`src/rtl/video_scanout.sv`:
```
// Raster timing generator with a line-prefetch pixel FIFO and 1x/2x/4x scaling.
// Define SCANOUT_STATUS_EN to add the per-frame saturating underflowCount output.
module video_scanout #(
  parameter int ADDR_W     = 17,
  parameter int H_ACTIVE   = 640,
  parameter int H_FRONT    = 16,
  parameter int H_SYNC     = 96,
  parameter int H_BACK     = 48,
  parameter int V_ACTIVE   = 480,
  parameter int V_FRONT    = 10,
  parameter int V_SYNC     = 2,
  parameter int V_BACK     = 33,
  parameter bit SYNC_POL   = 1'b0,
  parameter int FIFO_DEPTH = 16
) (
  input  logic              clock,
  input  logic              reset,
  input  logic [ADDR_W-1:0] baseAddress,
  input  logic [1:0]        scaleMode,
  output logic              fetchRequest,
  output logic [ADDR_W-1:0] fetchAddress,
  input  logic [7:0]        fetchData,
  input  logic              fetchValid,
  output logic              hSync,
  output logic              vSync,
  output logic [7:0]        videoOutput,
  output logic              frameStart,
`ifdef SCANOUT_STATUS_EN
  output logic [15:0]       underflowCount,
`endif
  output logic              underflow
);

  localparam int H_TOTAL = H_ACTIVE + H_FRONT + H_SYNC + H_BACK;
  localparam int V_TOTAL = V_ACTIVE + V_FRONT + V_SYNC + V_BACK;
  localparam int HW = $clog2(H_TOTAL + 1);
  localparam int VW = $clog2(V_TOTAL + 1);
  localparam int PW = $clog2(FIFO_DEPTH);
  localparam int RW = $clog2(H_ACTIVE + 1);

  localparam logic [HW-1:0] H_ACT  = HW'(H_ACTIVE);
  localparam logic [HW-1:0] H_SS   = HW'(H_ACTIVE + H_FRONT);
  localparam logic [HW-1:0] H_SE   = HW'(H_ACTIVE + H_FRONT + H_SYNC);
  localparam logic [HW-1:0] H_LAST = HW'(H_TOTAL - 1);
  localparam logic [VW-1:0] V_ACT  = VW'(V_ACTIVE);
  localparam logic [VW-1:0] V_SS   = VW'(V_ACTIVE + V_FRONT);
  localparam logic [VW-1:0] V_SE   = VW'(V_ACTIVE + V_FRONT + V_SYNC);
  localparam logic [VW-1:0] V_LAST = VW'(V_TOTAL - 1);
  localparam logic [PW:0]   C_FULL = (PW+1)'(FIFO_DEPTH);

  logic [HW-1:0]     h_q, h_d;
  logic [VW-1:0]     v_q, v_d;
  logic [ADDR_W-1:0] base_q, base_d;
  logic [1:0]        sh_q, sh_d;
  logic [7:0]        mem_q [FIFO_DEPTH];
  logic [PW-1:0]     wr_q, wr_d, rd_q, rd_d;
  logic [PW:0]       cnt_q, cnt_d;
  logic              req_q, req_d;
  logic [ADDR_W-1:0] addr_q, addr_d;
  logic [RW-1:0]     rem_q, rem_d;
  logic              hs_q, hs_d, vs_q, vs_d;
  logic              fs_q, fs_d, uf_q, uf_d;
  logic [7:0]        pix_q, pix_d;

  logic              active, pop_due, frame_pt, flush, fetch_next;
  logic              empty, pop, push, accept;
  logic [HW-1:0]     smask;
  logic [VW-1:0]     nl;
  logic [31:0]       row_off;
  logic [ADDR_W-1:0] row_addr;
  logic [RW-1:0]     line_len;

  always_comb begin
    h_d = h_q + 1'b1;
    v_d = v_q;
    if (h_q == H_LAST) begin
      h_d = '0;
      v_d = (v_q == V_LAST) ? '0 : v_q + 1'b1;
    end
  end

  always_comb begin
    smask = '0;
    case (sh_q)
      2'd1:    smask = HW'(1);
      2'd2:    smask = HW'(3);
      default: smask = '0;
    endcase
    active     = (h_q < H_ACT) && (v_q < V_ACT);
    pop_due    = active && ((h_q & smask) == '0);
    frame_pt   = (h_q == '0) && (v_q == V_ACT);
    flush      = (h_q == H_ACT);
    nl         = (v_q == V_LAST) ? '0 : v_q + 1'b1;
    fetch_next = flush && (nl < V_ACT);
    // Repeated source rows (S>1) are simply refetched from the same address.
    row_off    = 32'(nl >> sh_q) * (32'(H_ACTIVE) >> sh_q);
    row_addr   = base_q + ADDR_W'(row_off);
    line_len   = RW'(32'(H_ACTIVE) >> sh_q);
  end

  always_comb begin
    base_d = base_q;
    sh_d   = sh_q;
    if (frame_pt) begin
      base_d = baseAddress;
      case (scaleMode)
        2'd1:    sh_d = 2'd1;
        2'd2:    sh_d = 2'd2;
        default: sh_d = 2'd0;
      endcase
    end
  end

  always_comb begin
    empty  = (cnt_q == '0);
    pop    = pop_due && !empty;
    accept = req_q && fetchValid;
    push   = accept && !flush;
    wr_d   = wr_q + PW'(push);
    rd_d   = rd_q + PW'(pop);
    cnt_d  = cnt_q + (PW+1)'(push) - (PW+1)'(pop);
    if (flush) begin
      wr_d  = '0;
      rd_d  = '0;
      cnt_d = '0;
    end
  end

  always_comb begin
    req_d  = req_q;
    addr_d = addr_q;
    rem_d  = rem_q;
    if (flush) begin
      req_d = 1'b0;
      rem_d = fetch_next ? line_len : '0;
      if (fetch_next) addr_d = row_addr;
    end else begin
      if (accept) begin
        addr_d = addr_q + 1'b1;
        rem_d  = rem_q - 1'b1;
      end
      if (!req_q || accept)
        req_d = (rem_d != '0) && (cnt_d < C_FULL);
    end
  end

  always_comb begin
    hs_d  = (h_q >= H_SS && h_q < H_SE) ? SYNC_POL : ~SYNC_POL;
    vs_d  = (v_q >= V_SS && v_q < V_SE) ? SYNC_POL : ~SYNC_POL;
    fs_d  = frame_pt;
    uf_d  = pop_due && empty;
    pix_d = pix_q;
    if (!active)      pix_d = 8'h00;
    else if (pop_due) pix_d = empty ? 8'h00 : mem_q[rd_q];
  end

  always_ff @(posedge clock) begin
    if (reset) begin
      h_q    <= '0;
      v_q    <= '0;
      base_q <= '0;
      sh_q   <= 2'd0;
      wr_q   <= '0;
      rd_q   <= '0;
      cnt_q  <= '0;
      req_q  <= 1'b0;
      addr_q <= '0;
      rem_q  <= '0;
      hs_q   <= ~SYNC_POL;
      vs_q   <= ~SYNC_POL;
      fs_q   <= 1'b0;
      uf_q   <= 1'b0;
      pix_q  <= 8'h00;
    end else begin
      h_q    <= h_d;
      v_q    <= v_d;
      base_q <= base_d;
      sh_q   <= sh_d;
      wr_q   <= wr_d;
      rd_q   <= rd_d;
      cnt_q  <= cnt_d;
      req_q  <= req_d;
      addr_q <= addr_d;
      rem_q  <= rem_d;
      hs_q   <= hs_d;
      vs_q   <= vs_d;
      fs_q   <= fs_d;
      uf_q   <= uf_d;
      pix_q  <= pix_d;
    end
  end

  always_ff @(posedge clock) begin
    if (!reset && push) mem_q[wr_q] <= fetchData;
  end

`ifdef SCANOUT_STATUS_EN
  logic [15:0] ucnt_q, ucnt_d;

  always_comb begin
    ucnt_d = ucnt_q;
    if (fs_d)                              ucnt_d = '0;
    else if (uf_d && ucnt_q != 16'hFFFF)   ucnt_d = ucnt_q + 16'd1;
  end

  always_ff @(posedge clock) begin
    if (reset) ucnt_q <= '0;
    else       ucnt_q <= ucnt_d;
  end

  assign underflowCount = ucnt_q;
`endif

  assign fetchRequest = req_q;
  assign fetchAddress = addr_q;
  assign hSync        = hs_q;
  assign vSync        = vs_q;
  assign videoOutput  = pix_q;
  assign frameStart   = fs_q;
  assign underflow    = uf_q;

endmodule
```
`config.mk`:
```
export PLATFORM = sky130hd
export DESIGN_NAME = video_scanout
export DESIGN_NICKNAME = d
export VERILOG_FILES = /design/src/rtl/video_scanout.sv
export SDC_FILE = /design/constraint.sdc
export NUM_CORES = 1
export LEC_CHECK = 0
export ABC_AREA = 1
export CAP_MARGIN = 20
export CORE_MARGIN = 5
export CORE_UTILIZATION = 35
export CTS_CLUSTER_SIZE = 10
export DETAILED_ROUTE_END_ITERATION = 6
export PLACE_DENSITY = 0.62
export SYNTH_ARGS = -nofsm -noshare
export SYNTH_HDL_FRONTEND = slang
export SYNTH_SLANG_ARGS = --single-unit
```
`constraint.sdc`:
```
create_clock -name clock -period 16.1 [get_ports clock]
set_input_delay 2.415 -clock clock [delete_from_list [all_inputs] [get_ports clock]]
set_output_delay 2.415 -clock clock [all_outputs]
set_load 0.01 [all_outputs]
```
==> summary.txt, run 1 <==
Power
  – Internal power: 1100 uW
  – Reg power frac: 41.1%
  – Net Switching: 488 uW
  – Switching Share: 30.8%
  – Clock power share: 35.4%
  – Comb power frac: 23.5%
  – Leak: 0.00555 uW
  – Pwr Density: 114 nW/um^2
  – Peak VDD IR: 93.2 uV

Clocking
  – Hold_buf cts: 0
  – Post-CTS sizing: 0
  – CTS sink count: 220
  – CTS tree: yes
  – Root buf cell: clkbuf_16
  – H-tree depth: 1
  – Reg clk slew, reported paths: 0.06 ns
  – CTS Buf Count: 27
  – Maximum clock path buffer count: 3
  – Worst skew pair latency: 0.55 ns
  – Post CTS Setup Buffer Count: 0

Timing
  – Final slew viol count: 0
  – Final Hold Fails: 0
  – Final setup fails: 0
  – Clock skew: 0.0126 ns
  – Slew HR: 30.9%
  – RSZ-0062 raised after global routing: false
  – Crit path time final: 6.59 ns
  – F_max: 152 MHz
  – Setup TNS: 0 ns
  – Worst Tran Pin Value: 1.04 ns
  – Final cycle utilization of the critical path: 41.0%

Cells and area
  – Synth-to-Final Area Change: 14.8%
  – Design area: 13900 sq um
  – Nets: 1521
  – Layout cells sized above 1: 5.74%

Yosys
  – Flops & latches, synth: 220
  – EDFF count, synth: 128
  – Top cell type's share of synthesized area: 31.8%
  – Synthesized area per cell: 9.08 sq um
  – Syn_nets: 1478
  – Post-Synthesis Cell Area: 12100 sq um
  – Post-synth cell types: 54
  – Post-synthesis sequential area ratio: 47.0%
  – Yosys Warn Count: 0
  – Largest area contributor in the netlist: edfxtp_1
  – Synth top area cells: edfxtp_1, dfxtp_1, ha_1
  – Async set or reset register ratio after synthesis: 0%
  – Cell count after synthesis: 1332
  – Primary FF master, synth: edfxtp_1

GRT
  – Largest net degree at the start of global routing: 67
  – Vias in the first global route: 9076
  – GRT overflow: 0
  – Overall Global Routing Usage: 14.3%
  – Antenna violations before repair: 1
  – First-pass GRT wire length: 45700 microns

Run status
  – Status: finished clean

Floorplan
  – Starting Density: 35.2%
  – Row cnt: 68
  – Die ar.: 38400 sq um
  – Die Wd: 196 microns
  – Die height: 196 microns
  – IO Count: 60
  – Core ar.: 34400 sq um

Drt
  – Via density per instance: 5.00
  – DR iter-0 viols: 676
  – DRT Pass-1 Iters: 5
  – Via Count: 9255
  – DRT antenna net count: 0
  – Post-route DRC: 0
  – Routed Wire Length: 28300 microns
  – Wire per inst: 15.3 microns

Worst hold path
  – Hold crit path type: flop to flop

Critical path
  – Worst EP arrival: 7.06 ns
  – CP Class: flop to flop
  – CP max FO: 24
  – Worst Setup Start Kind: flop
  – Required @ worst endpoint: 16.57 ns
  – Setup crit end kind: flop

Placement
  – Dpl cell area: 13100 sq um
  – Detailed placement HPWL: 19100 microns
  – Final RePlAce weighted congestion: 0.847
  – Port bufs: 59

Job
  – Max-Cap Viols: 0
-- placed cells by master, fill, tap and decap left out, drive strengths merged, types with 2 or more instances in the layout --
master           n
o211ai           5
inv            170
nor3b            3
buf              7
nand4           14
xor2            18
nor4             6
or2             10
edfxtp         128
ha              87
dfxtp           92
nand3           48
o31ai            3
o221ai          14
a21oi           41
a211oi           6
o22ai           27
nor3            17
a31oi           11
clkbuf          43
o32ai            4
a311oi           4
xnor2            7
clkdlybuf4s50   59
clkinv           7
o21ai          149
nor2           212
mux2i            2
fa              29
nand2          163
-- sequential cells by signal (all words and copies together), names as in the netlist, 2 cells and up --
| register | cells |
|---|---|
| wr_q | 4 |
| videoOutput | 8 |
| v_q | 10 |
| rem_q | 10 |
| mem_q | 128 |
| base_q | 17 |
| fetchAddress | 17 |
| rd_q | 4 |
| cnt_q | 5 |
| sh_q | 2 |
| h_q | 10 |
-- power groups by stage --
stage / combinational, uW / sequential, uW / clock [uW]
5_1_grt: 418 / 655 / 598
3_3_place_gp: 366 / 661 / 0
2_1_floorplan: 239 / 667 / 0
3_5_place_dp: 372 / 662 / 0
4_1_cts: 374 / 651 / 574
6_report: 372 / 651 / 561
-- layout make-up --
type / count / area (sq um)
fillers: 3418 / 20500
flip-flops and latches: 220 / 5690
multi-input cells: 887 / 5530
clock buffers: 43 / 736
inverters: 173 / 649
repair buffers: 66 / 643
well taps: 455 / 569
clock inverters: 5 / 67.6
diodes: 1 / 2.50
-- path summary, 6_finish.rpt --
check	start	end	slack [ns]	depth (start not counted)
min reg2reg	videoOutput[0]$_SDFFE_PP0P_	videoOutput[0]$_SDFFE_PP0P_	0.46	2
max	sh_q[0]$_SDFFE_PP0P_	fetchAddress[14]$_SDFFE_PP0P_	9.51	25
min	videoOutput[0]$_SDFFE_PP0P_	videoOutput[0]$_SDFFE_PP0P_	0.46	2
max reg2reg	sh_q[0]$_SDFFE_PP0P_	fetchAddress[14]$_SDFFE_PP0P_	9.51	25
-- critical path: stages, from the launching register on --
cell and delay (ns):
dfxtp_1 0.80, inv_1 0.52, nand2_1 0.16, o21ai_0 0.11, o21ai_0 0.50, nor2_1 0.09, ha_1 0.29, inv_1 0.05
fa_1 0.53, inv_1 0.05, fa_1 0.45, ha_1 0.33, fa_1 0.54, inv_1 0.05, fa_1 0.52, inv_1 0.04
ha_1 0.33, a21oi_1 0.15, o21ai_0 0.13, a21oi_1 0.18, nor2_1 0.07, o21ai_0 0.16, nand2_1 0.08, a21oi_1 0.11
o21ai_0 0.11, a31oi_1 0.14
-- cell families (layout without fill, tap and decap cells) --
group / after synthesis / count (layout) / share of synthesized area (%)
buffers and inverters: 225 / 287 / 7.27
multiplexers: 2 / 2 / 0.166
AO/OA/AOI/OAI: 268 / 268 / 12.8
flip-flops: 220 / 220 / 47.0
XOR/XNOR: 25 / 25 / 1.81
adder cells (fa/ha/maj): 116 / 116 / 13.8
AND/OR/NAND/NOR: 475 / 475 / 17.1
other: 1 / 2 / 0.0310
-- cells in the mapped netlist, drive strengths merged, types with 2 or more instances --
| master | instances |
|---|---|
| nand2 | 163 |
| fa | 29 |
| a311oi | 4 |
| a211oi | 6 |
| a31oi | 11 |
| nor3b | 3 |
| nor4 | 6 |
| clkbuf | 36 |
| edfxtp | 128 |
| o211ai | 5 |
| a21oi | 41 |
| buf | 16 |
| o221ai | 14 |
| o32ai | 4 |
| o21ai | 149 |
| o22ai | 27 |
| xor2 | 18 |
| dfxtp | 92 |
| o31ai | 3 |
| mux2i | 2 |
| xnor2 | 7 |
| ha | 87 |
| inv | 169 |
| nor3 | 17 |
| nor2 | 212 |
| nand4 | 14 |
| or2 | 10 |
| clkinv | 4 |
| nand3 | 48 |
-- through the flow --
stage / power [uW] / setup WS, ns / utilization (%) / hold slack (ns) / cells
floorplan: 906 / 10.30 / - / 0.430 / 1332
global placement: 1030 / 9.70 / 38.1 / 0.447 / 1801
detailed placement: 1030 / 9.58 / 38.1 / 0.456 / 1801
CTS: 1600 / 9.55 / 40.4 / 0.467 / 1849
global route: 1670 / 8.85 / 40.4 / 0.488 / 1850
finish: 1580 / 9.51 / 40.4 / 0.464 / 1850
-- metal layers --
| metal | wire, microns | up-vias | track usage [%] |
|---|---|---|---|
| met3 | 1260 | 47 | 2.16 |
| met1 | 13000 | 4406 | 19.2 |
| met4 | 654 | 0 | 3.34 |
| met5 | 0 | - | 0 |
| li1 | - | 4605 | - |
| met2 | 13300 | 197 | 24.6 |
No activity file was read; power rests on OpenSTA's default activity.
==> run 2, diff against run 1 <==
--- a/config.mk
+++ b/config.mk
@@ -11,7 +11,7 @@
 export CORE_UTILIZATION = 35
 export CTS_CLUSTER_SIZE = 10
 export DETAILED_ROUTE_END_ITERATION = 6
-export PLACE_DENSITY = 0.62
+export PLACE_DENSITY = 0.64
 export SYNTH_ARGS = -nofsm -noshare
 export SYNTH_HDL_FRONTEND = slang
 export SYNTH_SLANG_ARGS = --single-unit
==> constraint.sdc (replaced) <==
create_clock -name clock -period 5.4 [get_ports clock]
set_input_delay 0.81 -clock clock [delete_from_list [all_inputs] [get_ports clock]]
set_output_delay 0.81 -clock clock [all_outputs]
set_load 0.01 [all_outputs]
==> run 2 against run 1 <==
Net effect: the run now ends with negative setup slack left; fmax grew 19%; global-route usage grew 0.63 points; utilization grew 3.1 points; critical path type unchanged; largest power group unchanged.
==> summary.txt, run 2 (same netlist as run 1, synthesis figures left out) <==
Critical path
  – Slowest CP cell: fa_1 (was dfxtp_1)
  – Worst Setup Start Kind: flop (unchanged)
  – CP Class: flop to flop (unchanged)
  – Top cell by count, worst path: fa_1
  – CP max stage delay: 0.55 ns (was 0.80 ns)
  – Required @ worst endpoint: 5.87 ns (was 16.57 ns)
  – CP max FO: 4 (was 24)
  – Worst EP arrival: 6.00 ns (was 7.06 ns)
  – Setup crit end kind: flop (unchanged)

Drt
  – DR iter-0 viols: 499 (was 676)
  – Routed Wire Length: 29200 microns (was 28300 microns)
  – Post-route DRC: 0 (unchanged)
  – DRT antenna net count: 0 (unchanged)
  – Wire per inst: 15.1 microns (was 15.3 microns)
  – Via density per instance: 4.93 (was 5.00)
  – DRT Pass-1 Iters: 5 (unchanged)
  – Via Count: 9566 (was 9255)

Run status
  – Failing checks: negative setup slack
  – Status: complete, but fails checks (was finished clean)

Power
  – Peak VDD IR: 308 uV (was 93.2 uV)
  – Pwr Density: 312 nW/um^2 (was 114 nW/um^2)
  – Leak: 0.00598 uW (was 0.00555 uW)

Timing
  – Worst Tran Pin Value: 1.07 ns (was 1.04 ns)
  – Final WS setup: -0.133 ns (was 9.51 ns)
  – F_max: 181 MHz (was 152 MHz)
  – RSZ-0062 raised after global routing: true (was false)
  – Final cycle utilization of the critical path: 102% (was 41.0%)
  – Final setup fails: 4 (was 0)
  – Slew HR: 28.3% (was 30.9%)
  – Final slew viol count: 0 (unchanged)
  – Final Hold Fails: 0 (unchanged)
  – Crit path time final: 5.53 ns (was 6.59 ns)
  – Clock skew: 0.0133 ns (was 0.0126 ns)

Cells and area
  – Synth-to-Final Area Change: 23.7% (was 14.8%)
  – Max reg flops: 128 (unchanged)
  – Final core utilization: 43.5% (was 40.4%)
  – Nets: 1611 (was 1521)
  – Biggest register: mem_q (unchanged)
  – Most frequent cells in the layout: nor2_1, inv_1, nand2_1 (unchanged)
  – Layout cells sized above 1: 16.4% (was 5.74%)
  – Layout fillers: 3326 (was 3418)
  – Commonest non-fill, non-tap cell in the layout: nor2_1 (unchanged)

Floorplan
  – Die Wd: 196 microns (unchanged)
  – Row cnt: 68 (unchanged)
  – Die ar.: 38400 sq um (unchanged)
  – Die height: 196 microns (unchanged)
  – Core ar.: 34400 sq um (unchanged)
  – IO Count: 60 (unchanged)
  – Starting Density: 35.2% (unchanged)

GRT
  – Largest net degree at the start of global routing: 67 (unchanged)
  – M1 GR Usage: 19.6% (was 19.2%)
  – Vias in the first global route: 9528 (was 9076)
  – GR peak layer: met2 (unchanged)
  – Antenna violations before repair: 1 (unchanged)
  – First-pass GRT wire length: 47900 microns (was 45700 microns)
  – GRT overflow: 0 (unchanged)
  – Overall Global Routing Usage: 15.0% (was 14.3%)
  – M2 GR Usage: 26.4% (was 24.6%)
  – Met3 Use GR: 2.34% (was 2.16%)

Placement
  – Final RePlAce weighted congestion: 0.847 (unchanged)
  – Port bufs: 59 (unchanged)
  – Worst slack at placement: -0.330 ns (was 9.58 ns)
  – Detailed placement HPWL: 20000 microns (was 19100 microns)

Clocking
  – Hold_buf cts: 0 (unchanged)
  – CTS Buf Count: 27 (unchanged)
  – H-tree depth: 1 (unchanged)
  – CTS sink count: 220 (unchanged)
  – CTS tree: yes (unchanged)
  – Maximum clock path buffer count: 3 (unchanged)
  – Root buf cell: clkbuf_16 (unchanged)
  – Worst skew pair latency: 0.54 ns (was 0.55 ns)
  – Reg clk slew, reported paths: 0.06 ns (about the same)

Job
  – Max-Cap Viols: 0 (unchanged)

Worst hold path
  – Hold crit path type: flop to flop (unchanged)
## run 2: changes by cell type in the layout (fill, tap and decap cells not counted), moves of 14 or more
cell / change
inv_2: +14
inv_1: -15
ha_4: +16
ha_1: -16
buf_4: +88
o21ai_0: -15
## run 2: routing by layer
layer | wire length [microns] | vias up
met4 | 475 | 0
li1 | - | 4784
met2 | 14500 | 165
met3 | 1210 | 36
met1 | 13100 | 4581
met5 | 0 | -
## run 2: worst max-delay path, delay by kind of cell, from the launching register on
kind | cells | cell delay [ns]
adders and majority gates | 8 | 2.84
AOI/OAI and AO/OA | 10 | 1.08
and+or+nand+nor | 7 | 0.62
buffers and inverters | 6 | 0.40
DFF | 1 | 0.38
xor gates and xnor gates | 1 | 0.14
## run 2: path summary, 6_finish.rpt
check,startpoint,end,slack (ns),cells after the start
setup / recovery,v_q[0]$_SDFFE_PP0P_,fetchAddress[14]$_SDFFE_PP0P_,-0.13,32
setup reg to reg,v_q[0]$_SDFFE_PP0P_,fetchAddress[14]$_SDFFE_PP0P_,-0.13,32
hold / removal,videoOutput[0]$_SDFFE_PP0P_,videoOutput[0]$_SDFFE_PP0P_,0.46,2
hold reg to reg,videoOutput[0]$_SDFFE_PP0P_,videoOutput[0]$_SDFFE_PP0P_,0.46,2
## run 2: layout make-up
type	count	area [sq um]	share of cell area, %
repair buffers	156	1340	8.93
clock buffers	42	742	4.96
well taps	455	569	3.81
clock inverters	5	43.8	0.293
inverters	173	654	4.37
flip-flops and latches	220	5700	38.1
diodes	1	2.50	0.0167
multi-input cells	887	5910	39.5
## run 2: timing repair
| item | in CTS | in global routing |
|---|---|---|
| setup buffers | 11 | 6 |
| pin swaps | 29 | 30 |
| resized for setup | 33 | 34 |
| setup endpoints to repair | 7 | 8 |
| gates cloned | 0 | 0 |
## run 2: report_power, final
group          leakage [uW]  switching, uW  internal [uW]
combinational       0.00369            692            414
sequential          0.00190           68.9           1870
clock              0.000382            678            942
total               0.00598           1440           3230
## run 2: metrics by stage
stage          hold slack, ns  power (uW)  TNS, ns  instance area, sq um  cells
3_3_place_gp            0.448        3050    -1.09                 13800   1874
2_1_floorplan           0.430        2700        0                 12200   1332
4_1_cts                 0.463        4710   -0.511                 14700   1932
3_5_place_dp            0.454        3080    -1.68                 13800   1874
6_report                0.463        4660   -0.395                 15000   1939
5_1_grt                 0.482        4950    -2.26                 15000   1939
